<file path="src/rtl/id_ex_stage.sv">
// id_ex_stage
//   ID/EX pipeline register sitting directly in front of the EX-stage ALU.
//   - Captures decoded operands/control from ID, with a same-cycle WB bypass
//     into the captured register values.
//   - Detects load-use hazards: raises load_use_stall_o and inserts a bubble.
//   - flush_i squashes the instruction entering ID/EX (flush+stall = one bubble).
//   - Drives the ALU operands through an EX/MEM > MEM/WB forwarding network,
//     then through the pc/imm operand muxes.
//
// Ports
//   clk, rst                 clock, asynchronous active-high reset
//   id_*_i                   decoded instruction fields from ID
//   flush_i                  squash request (branch redirect)
//   exmem_*_i, memwb_*_i     downstream writers used for forwarding/bypass
//   load_use_stall_o         hold PC and IF/ID this cycle (combinational)
//   valid_ID_EX_o            EX holds a valid instruction
//   alu_in_rs1 / alu_in_rs2  ALU operands A/B (post-forward, post-mux)
//   alu_ctrl_ID_EX_o         ALU opcode to EX
//   rs2_fwd_ID_EX_o          forwarded rs2 (store data), never the immediate
//   rd_addr_ID_EX_o, reg_write_ID_EX_o, mem_read_ID_EX_o   control to EX/MEM
//
// Optional feature (macro ID_EX_PERF_CNT_EN):
//   adds stall_cnt_o / bubble_cnt_o, 32-bit wrapping counters cleared by rst.

module id_ex_stage #(
  parameter int unsigned DATA_WIDTH = 32,
  parameter int unsigned REG_ADDR_W = 5
) (
  input  logic                  clk,
  input  logic                  rst,
  input  logic                  id_valid_i,
  input  logic [DATA_WIDTH-1:0] id_rs1_data_i,
  input  logic [DATA_WIDTH-1:0] id_rs2_data_i,
  input  logic [DATA_WIDTH-1:0] id_imm_i,
  input  logic [DATA_WIDTH-1:0] id_pc_i,
  input  logic [REG_ADDR_W-1:0] id_rs1_addr_i,
  input  logic [REG_ADDR_W-1:0] id_rs2_addr_i,
  input  logic [REG_ADDR_W-1:0] id_rd_addr_i,
  input  logic [3:0]            id_alu_ctrl_i,
  input  logic                  id_use_imm_i,
  input  logic                  id_use_pc_i,
  input  logic                  id_mem_read_i,
  input  logic                  id_reg_write_i,
  input  logic                  flush_i,
  input  logic [REG_ADDR_W-1:0] exmem_rd_addr_i,
  input  logic                  exmem_reg_write_i,
  input  logic [DATA_WIDTH-1:0] exmem_alu_res_i,
  input  logic [REG_ADDR_W-1:0] memwb_rd_addr_i,
  input  logic                  memwb_reg_write_i,
  input  logic [DATA_WIDTH-1:0] memwb_wdata_i,
  output logic                  load_use_stall_o,
  output logic                  valid_ID_EX_o,
  output logic [DATA_WIDTH-1:0] alu_in_rs1,
  output logic [DATA_WIDTH-1:0] alu_in_rs2,
  output logic [3:0]            alu_ctrl_ID_EX_o,
  output logic [DATA_WIDTH-1:0] rs2_fwd_ID_EX_o,
  output logic [REG_ADDR_W-1:0] rd_addr_ID_EX_o,
  output logic                  reg_write_ID_EX_o,
  output logic                  mem_read_ID_EX_o
`ifdef ID_EX_PERF_CNT_EN
  ,
  output logic [31:0]           stall_cnt_o,
  output logic [31:0]           bubble_cnt_o
`endif
);

  typedef struct packed {
    logic                  valid;
    logic                  mem_read;
    logic                  reg_write;
    logic                  use_imm;
    logic                  use_pc;
    logic [3:0]            alu_ctrl;
    logic [REG_ADDR_W-1:0] rd;
    logic [REG_ADDR_W-1:0] rs1;
    logic [REG_ADDR_W-1:0] rs2;
    logic [DATA_WIDTH-1:0] rs1_data;
    logic [DATA_WIDTH-1:0] rs2_data;
    logic [DATA_WIDTH-1:0] imm;
    logic [DATA_WIDTH-1:0] pc;
  } id_ex_t;

  id_ex_t id_ex_q, id_ex_d;

  logic                  stall;
  logic                  bubble_ins;
  logic [DATA_WIDTH-1:0] fwd_rs1, fwd_rs2;

  // Load in EX whose destination is read by the instruction in ID.
  assign stall = id_ex_q.valid && id_ex_q.mem_read && (id_ex_q.rd != '0) && id_valid_i &&
                 ((id_ex_q.rd == id_rs1_addr_i) || (id_ex_q.rd == id_rs2_addr_i));

  assign bubble_ins       = flush_i || stall;
  assign load_use_stall_o = stall;

  // Anything other than a clean capture latches an all-zero bubble.
  always_comb begin
    id_ex_d = '0;
    if (!bubble_ins && id_valid_i) begin
      id_ex_d.valid     = 1'b1;
      id_ex_d.mem_read  = id_mem_read_i;
      id_ex_d.reg_write = id_reg_write_i;
      id_ex_d.use_imm   = id_use_imm_i;
      id_ex_d.use_pc    = id_use_pc_i;
      id_ex_d.alu_ctrl  = id_alu_ctrl_i;
      id_ex_d.rd        = id_rd_addr_i;
      id_ex_d.rs1       = id_rs1_addr_i;
      id_ex_d.rs2       = id_rs2_addr_i;
      id_ex_d.imm       = id_imm_i;
      id_ex_d.pc        = id_pc_i;
      // Regfile was read before this cycle's WB write landed; bypass it.
      if (memwb_reg_write_i && (memwb_rd_addr_i != '0) && (memwb_rd_addr_i == id_rs1_addr_i))
        id_ex_d.rs1_data = memwb_wdata_i;
      else
        id_ex_d.rs1_data = id_rs1_data_i;
      if (memwb_reg_write_i && (memwb_rd_addr_i != '0) && (memwb_rd_addr_i == id_rs2_addr_i))
        id_ex_d.rs2_data = memwb_wdata_i;
      else
        id_ex_d.rs2_data = id_rs2_data_i;
    end
  end

  always_ff @(posedge clk or posedge rst) begin
    if (rst) id_ex_q <= '0;
    else     id_ex_q <= id_ex_d;
  end

  // Forwarding: x0 always reads zero; EX/MEM is younger so it beats MEM/WB.
  always_comb begin
    fwd_rs1 = id_ex_q.rs1_data;
    if (id_ex_q.rs1 == '0)
      fwd_rs1 = '0;
    else if (exmem_reg_write_i && (exmem_rd_addr_i != '0) && (exmem_rd_addr_i == id_ex_q.rs1))
      fwd_rs1 = exmem_alu_res_i;
    else if (memwb_reg_write_i && (memwb_rd_addr_i != '0) && (memwb_rd_addr_i == id_ex_q.rs1))
      fwd_rs1 = memwb_wdata_i;
  end

  always_comb begin
    fwd_rs2 = id_ex_q.rs2_data;
    if (id_ex_q.rs2 == '0)
      fwd_rs2 = '0;
    else if (exmem_reg_write_i && (exmem_rd_addr_i != '0) && (exmem_rd_addr_i == id_ex_q.rs2))
      fwd_rs2 = exmem_alu_res_i;
    else if (memwb_reg_write_i && (memwb_rd_addr_i != '0) && (memwb_rd_addr_i == id_ex_q.rs2))
      fwd_rs2 = memwb_wdata_i;
  end

  assign alu_in_rs1        = id_ex_q.use_pc  ? id_ex_q.pc  : fwd_rs1;
  assign alu_in_rs2        = id_ex_q.use_imm ? id_ex_q.imm : fwd_rs2;
  assign rs2_fwd_ID_EX_o   = fwd_rs2;
  assign valid_ID_EX_o     = id_ex_q.valid;
  assign alu_ctrl_ID_EX_o  = id_ex_q.alu_ctrl;
  assign rd_addr_ID_EX_o   = id_ex_q.rd;
  assign reg_write_ID_EX_o = id_ex_q.reg_write;
  assign mem_read_ID_EX_o  = id_ex_q.mem_read;

`ifdef ID_EX_PERF_CNT_EN
  logic [31:0] stall_cnt_q, bubble_cnt_q;

  // Bubbles counted are the inserted ones (flush/stall), not idle ID slots.
  always_ff @(posedge clk or posedge rst) begin
    if (rst) begin
      stall_cnt_q  <= '0;
      bubble_cnt_q <= '0;
    end else begin
      if (stall)      stall_cnt_q  <= stall_cnt_q + 32'd1;
      if (bubble_ins) bubble_cnt_q <= bubble_cnt_q + 32'd1;
    end
  end

  assign stall_cnt_o  = stall_cnt_q;
  assign bubble_cnt_o = bubble_cnt_q;
`endif

endmodule
</file>
<file path="config.mk">
export PLATFORM = sky130hd
export DESIGN_NAME = id_ex_stage
export DESIGN_NICKNAME = d
export VERILOG_FILES = /design/src/rtl/id_ex_stage.sv
export SDC_FILE = /design/constraint.sdc
export NUM_CORES = 1
export LEC_CHECK = 0
export BUFFER_PORTS_ARGS = -buffer_cell sky130_fd_sc_hd__buf_2
export CAP_MARGIN = 20
export CORE_ASPECT_RATIO = 0.9
export CORE_MARGIN = 1
export CORE_UTILIZATION = 40
export DETAILED_ROUTE_END_ITERATION = 16
export PLACE_DENSITY_LB_ADDON = 0.08
export SLEW_MARGIN = 20
export SYNTH_ARGS = -nofsm -noshare
export SYNTH_HDL_FRONTEND = slang
export SYNTH_SLANG_ARGS = --single-unit
</file>
<file path="constraint.sdc">
create_clock -name clk -period 4.5 [get_ports clk]
set_clock_uncertainty 0.05 [all_clocks]
set_input_delay 0 -clock clk [delete_from_list [all_inputs] [get_ports clk]]
set_output_delay 0 -clock clk [all_outputs]
set_load 0.005 [all_outputs]
</file>
After elaboration in Yosys (flattened, before gate mapping)

Index checks and enable logic that the tools add are counted.

Bits in registers: 152
Input port bits: 231
Output and inout port bits: 109
Logic and storage cells: 53

Equality and inequality tests: 8
Mux-type cells: 11
Reduce and logical (&&, ||, !) cells: 21

Operators with widths:

| operator           | number |
|---|---|
| 32-bit 2-to-1 mux  | 10 |
| 152-bit 2-to-1 mux | 1 |
| 5-bit == test      | 8 |
| 5-bit nonzero test | 3 |
| 1-bit logical AND  | 13 |
| 5-bit logical NOT  | 2 |
| 1-bit logical OR   | 2 |
| 1-bit logical NOT  | 1 |

Depth between registers and ports, before layout

Depth in word-level cells: 8
Depth in mapped cells: 8
Mapped depth without buffers: 6

Worst setup path before layout

OpenSTA, ideal clock, no wires.

Kind: register -> register
Start point: register id_ex_q (netlist bit rd_addr_ID_EX_o[1])
End point: register id_ex_q[128] (netlist name)
Library setup time: 0.066 ns
Data arrival time: 1.913 ns
Required time: 4.384 ns
Path slack: 2.471 ns
Cell stages (with the launch flop): 8
Buffers on the path: 2
Period minus slack after synthesis: 2.029 ns
Cell sequence: dfrtp_1 or4_1 o2111ai_1 o21ai_1 inv_1 clkbuf_1 clkbuf_1 and2_1

RTL lines:

| element                | line | RTL |
|---|---|---|
| start, declared        | 83   | `id_ex_t id_ex_q, id_ex_d;` |
| start signal, assigned | 125  | `else id_ex_q <= id_ex_d;` |

Worst setup path after layout

Start point: register id_ex_q[131] (netlist name)
End point: output port alu_in_rs2[18]

Longest elaborated chain between the ends: 6
Elaborated cells between the ends (all ways): 9
Classes of those cells: eq/ne: 2; mux: 4; reduce/logical: 3

RTL lines:

| element               | line | RTL |
|---|---|---|
| 5-bit == test         | 145  | `else if (memwb_reg_write_i && (memwb_rd_addr_i != '0) && (memwb_rd_addr_i == id_ex_q.rs2))` |
| 1-bit logical AND     | 145  |  |
| 32-bit 2-to-1 mux     | 145  |  |
| 32-bit 2-to-1 mux     | 143  | `else if (exmem_reg_write_i && (exmem_rd_addr_i != '0) && (exmem_rd_addr_i == id_ex_q.rs2))` |
| 32-bit 2-to-1 mux (*) | 141  | `if (id_ex_q.rs2 == '0)` |
| 32-bit 2-to-1 mux (*) | 150  | `assign alu_in_rs2 = id_ex_q.use_imm ? id_ex_q.imm : fwd_rs2;` |
| end, declared         | 54   | `output logic [DATA_WIDTH-1:0] alu_in_rs2,` |

Every way passes the cells marked *; elsewhere a longest branch is shown, timed or not.

==> out/results.txt <==
The tools report the total length of routed wires as 31.0 mm. For this run, design rule violations remaining after detail routing come to 0. The final critical path takes up 72.4% of the cycle.

In this run the power spent charging and discharging nets is 0.000970 W. The final layout contains 1586 nets. The power after layout came out at 0.00364 W. In the layout the commonest cells are 339 x buf_2, 216 x dlygate4sd3_1, 151 x dfrtp_1. The register area share after synthesis was 44.7%; the final weighted congestion in routability-driven placement was 0.858. Number of hold-slack violations in the final timing report: 0.

The logs give 0 for the count of max-cap constraint violations and 8798 for the via count of the first global-routing pass. In the synthesized netlist the async set-or-reset flop fraction comes to 100%. Of the total power, the clock network draws 41.2%. Setup repair after global routing left no endpoint under its margin. The region available for standard cell placement spans 20800 um^2. In this run, CTS created clock tree buffers numbering 17. The slew at the pin closest to its max-slew limit is 1110 ps. Across the VDD grid, the largest voltage drop is 233 uV.

The run gives 340 as the total I/O pin count. The worst pin sits at a relative slew slack of 26.3%. Once detailed placement completed, the half-perimeter wirelength came to 19.4 mm. The quantity of I/O buffers inserted on ports was 339. Power spread over the standard cell area amounts to 276 nW/um^2.

The signal on the critical path passes through xnor2_1 > nand4_1 > buf_4 > or2_2 > a211oi_2 > o41ai_2 > buf_2. For this run, the slowest stage of the critical path takes 940 ps. From synthesis to final layout, the design area changed by 54.8%.

Clock-pin slew was measured on the worst setup and hold paths at 70 ps. The maximum clock frequency was 307 MHz; the number of warnings printed during yosys synthesis was 0. Sequential cells burn 39.8% of the power. The tools report the wire length of the first global-routing pass as 47.4 mm. The cell sitting at the root of the clock tree is a clkbuf_16. Dividing the detail-routed via count by the number of cells gives 5.08. The time the final worst path needs with I/O delays and setup is 3260 ps, and the maximum number of pins on one net before global-route repair is 90. Row generation in the floorplan step produced 50 rows. The TritonCTS sink count is 152, and the die area is 21900 um^2. For the final sum of negative setup slack, the log shows 0 ps. TritonCTS built the clock tree. Counting every instance in the synthesized netlist gives 845. The initial utilization of the core area, before any placement, comes to 40.8%. Counting flops and latches in the post-synthesis netlist gives 152.

The longest clock path from root to sink contains 2 buffers. Die height: 140 um. The run finished with clean final reports. Counting every net in the synthesized netlist gives 1076.

The data arrival time of the critical path was 3210 ps. The tools report the category of the worst setup path launch point as a flop. Setup violations remaining at the end of the flow were counted as 0. Counting both buffers and inverters, the worst setup path holds a total of 2. The final-report max-slew violation count is 0, and the fraction of power spent switching nets is 26.7%. The path class of the tightest hold or removal check is primary input to async pin. The combined global-route utilization of all metal layers was 28.5%; the horizontal die dimension was 156 um. The library cell used most frequently in the layout, excluding fill and tap cells, is buf_2. STA classifies the critical path endpoint as a primary output.

A synthesized cell averages 10.1 um^2. For this run, the leading register cell type out of synthesis is dfrtp_1. The via count is 8412. Global routing finished with a remaining overflow of 0. Violation count after the first detailed-route iteration: 483.

The tools report the post-CTS setup buffer count as 0. The logs give 4450 ps for the data required time of the critical path and 0.00267 W for the cell-internal power. For the total number of H-tree levels, the log shows 4. The synthesized design contains 0 enable-type register cells. In the final routed layout, each cell accounts on average for 18.7 um. For the number of placed instances, taps included, the log shows 1405. The analysis attributes to cell leakage a power of 6.23 nW. Power share of the combinational group: 19.0%. The finished layout holds 1655 standard cells, fillers aside. For the number of distinct standard cells referenced by the synthesized netlist, the log shows 35. The cell with the biggest individual delay on the critical path was or2_2. In this design, the largest share of critical-path delay is due to simple AND/OR/NAND/NOR gates. In the final layout, the share of cells above drive strength 1 is 33.6%. For the worst-skew pair, the clock arrives at the later sink with an insertion delay of 420 ps. For the number of antenna violations at the first check in global routing, the log shows 1. The detail route stage leaves a number of antenna-violating nets equal to 0. Summing every instance area after synthesis gives 8510 um^2.

Of all nets on the critical path, the largest fanout is 33. For the number of iterations in the first detailed-routing pass, the log shows 5. Kind of critical path: flop to primary output.
## sequential cells by signal, summed over array words and instances (netlist names)
| signal | flops |
|---|---|
| valid_ID_EX_o | 1 |
| id_ex_q | 140 |
| alu_ctrl_ID_EX_o | 4 |
| rd_addr_ID_EX_o | 5 |
| reg_write_ID_EX_o | 1 |
| mem_read_ID_EX_o | 1 |
## worst reg2reg max path, stage by stage, from the launching register on
cell	delay [ps]
dfrtp_1	420
or4_1	550
o2111ai_1	350
o21ai_4	80
inv_2	630
buf_4	470
and2_1	190
## what timing repair did
item,CTS,global route
hold buffers,216,0
endpoints found under the hold margin,238,0
gates resized for setup,0,0
## power groups by stage
stage / sequential [W] / combinational (W) / clock, W
2_1_floorplan: 0.00146 / 0.000277 / 0
3_3_place_gp: 0.00147 / 0.000523 / 0
3_5_place_dp: 0.00147 / 0.000525 / 0
4_1_cts: 0.00145 / 0.000681 / 0.00152
5_1_grt: 0.00145 / 0.000748 / 0.00158
6_report: 0.00145 / 0.000691 / 0.00150
## synth_stat cells (19+ instances only)
master      n  area, um^2
a211oi_2   30         375
a22oi_1    33         248
and2_1     87         544
clkbuf_1   47         176
dfrtp_1   152        3800
inv_1      34         128
mux2i_1    96         961
nand2_1    34         128
nor2_1    102         383
nor3_1     68         340
o21ai_0    22         110
o41ai_2    30         488
xnor2_1    21         184
xor2_1     19         166
## per-layer routing
layer	global-route usage, %	up-vias	wire [um]
met4	10.2	0	650
met3	4.49	47	1630
met1	36.6	4099	13700
met2	48.6	332	15000
met5	0	-	0
li1	-	3934	-
## per-stage QoR
stage | hold slack (ps) | utilization, % | setup WS [ps] | area (um^2)
6_report | 235 | 63.2 | 1240 | 13200
5_1_grt | 256 | 63.2 | 1010 | 13200
4_1_cts | 244 | 63.1 | 1220 | 13100
3_5_place_dp | 158 | 49.8 | 1670 | 10400
3_3_place_gp | 156 | 49.8 | 1680 | 10400
2_1_floorplan | 76.3 | - | 357 | 8510
## kinds of logic after synthesis
logic type                Yosys count  synth area share (%)
buffers and inverters             114                  6.04
muxes                              96                  11.3
and+or+nand+nor                   307                  17.9
DFF                               152                  44.7
AOI/OAI and AO/OA                 136                  16.0
xor gates and xnor gates           40                  4.12
## area by class of cell
class | instances | area, um^2
sequential | 152 | 3800
multi-input combinational | 579 | 4250
timing repair buffer | 571 | 4000
clock buffer | 19 | 443
antenna | 1 | 2.50
fill | 1793 | 7660
clock inverter | 13 | 171
inverter | 34 | 133
tap | 286 | 358
## final timing paths
check	depth (start not counted)	slack (ps)	endpoint	start
min in group clk	4	240	valid_ID_EX_o	flush_i
max in group asynchronous	4	3050	id_ex_q[148]	rst
hold / removal	3	240	id_ex_q[15]	rst
setup / recovery	7	1240	alu_in_rs2[18]	id_ex_q[131]
hold reg to reg	4	1130	id_ex_q[120]	valid_ID_EX_o
setup reg to reg	6	1690	id_ex_q[62]	rd_addr_ID_EX_o[1]
(Power assumes the default switching activity.)
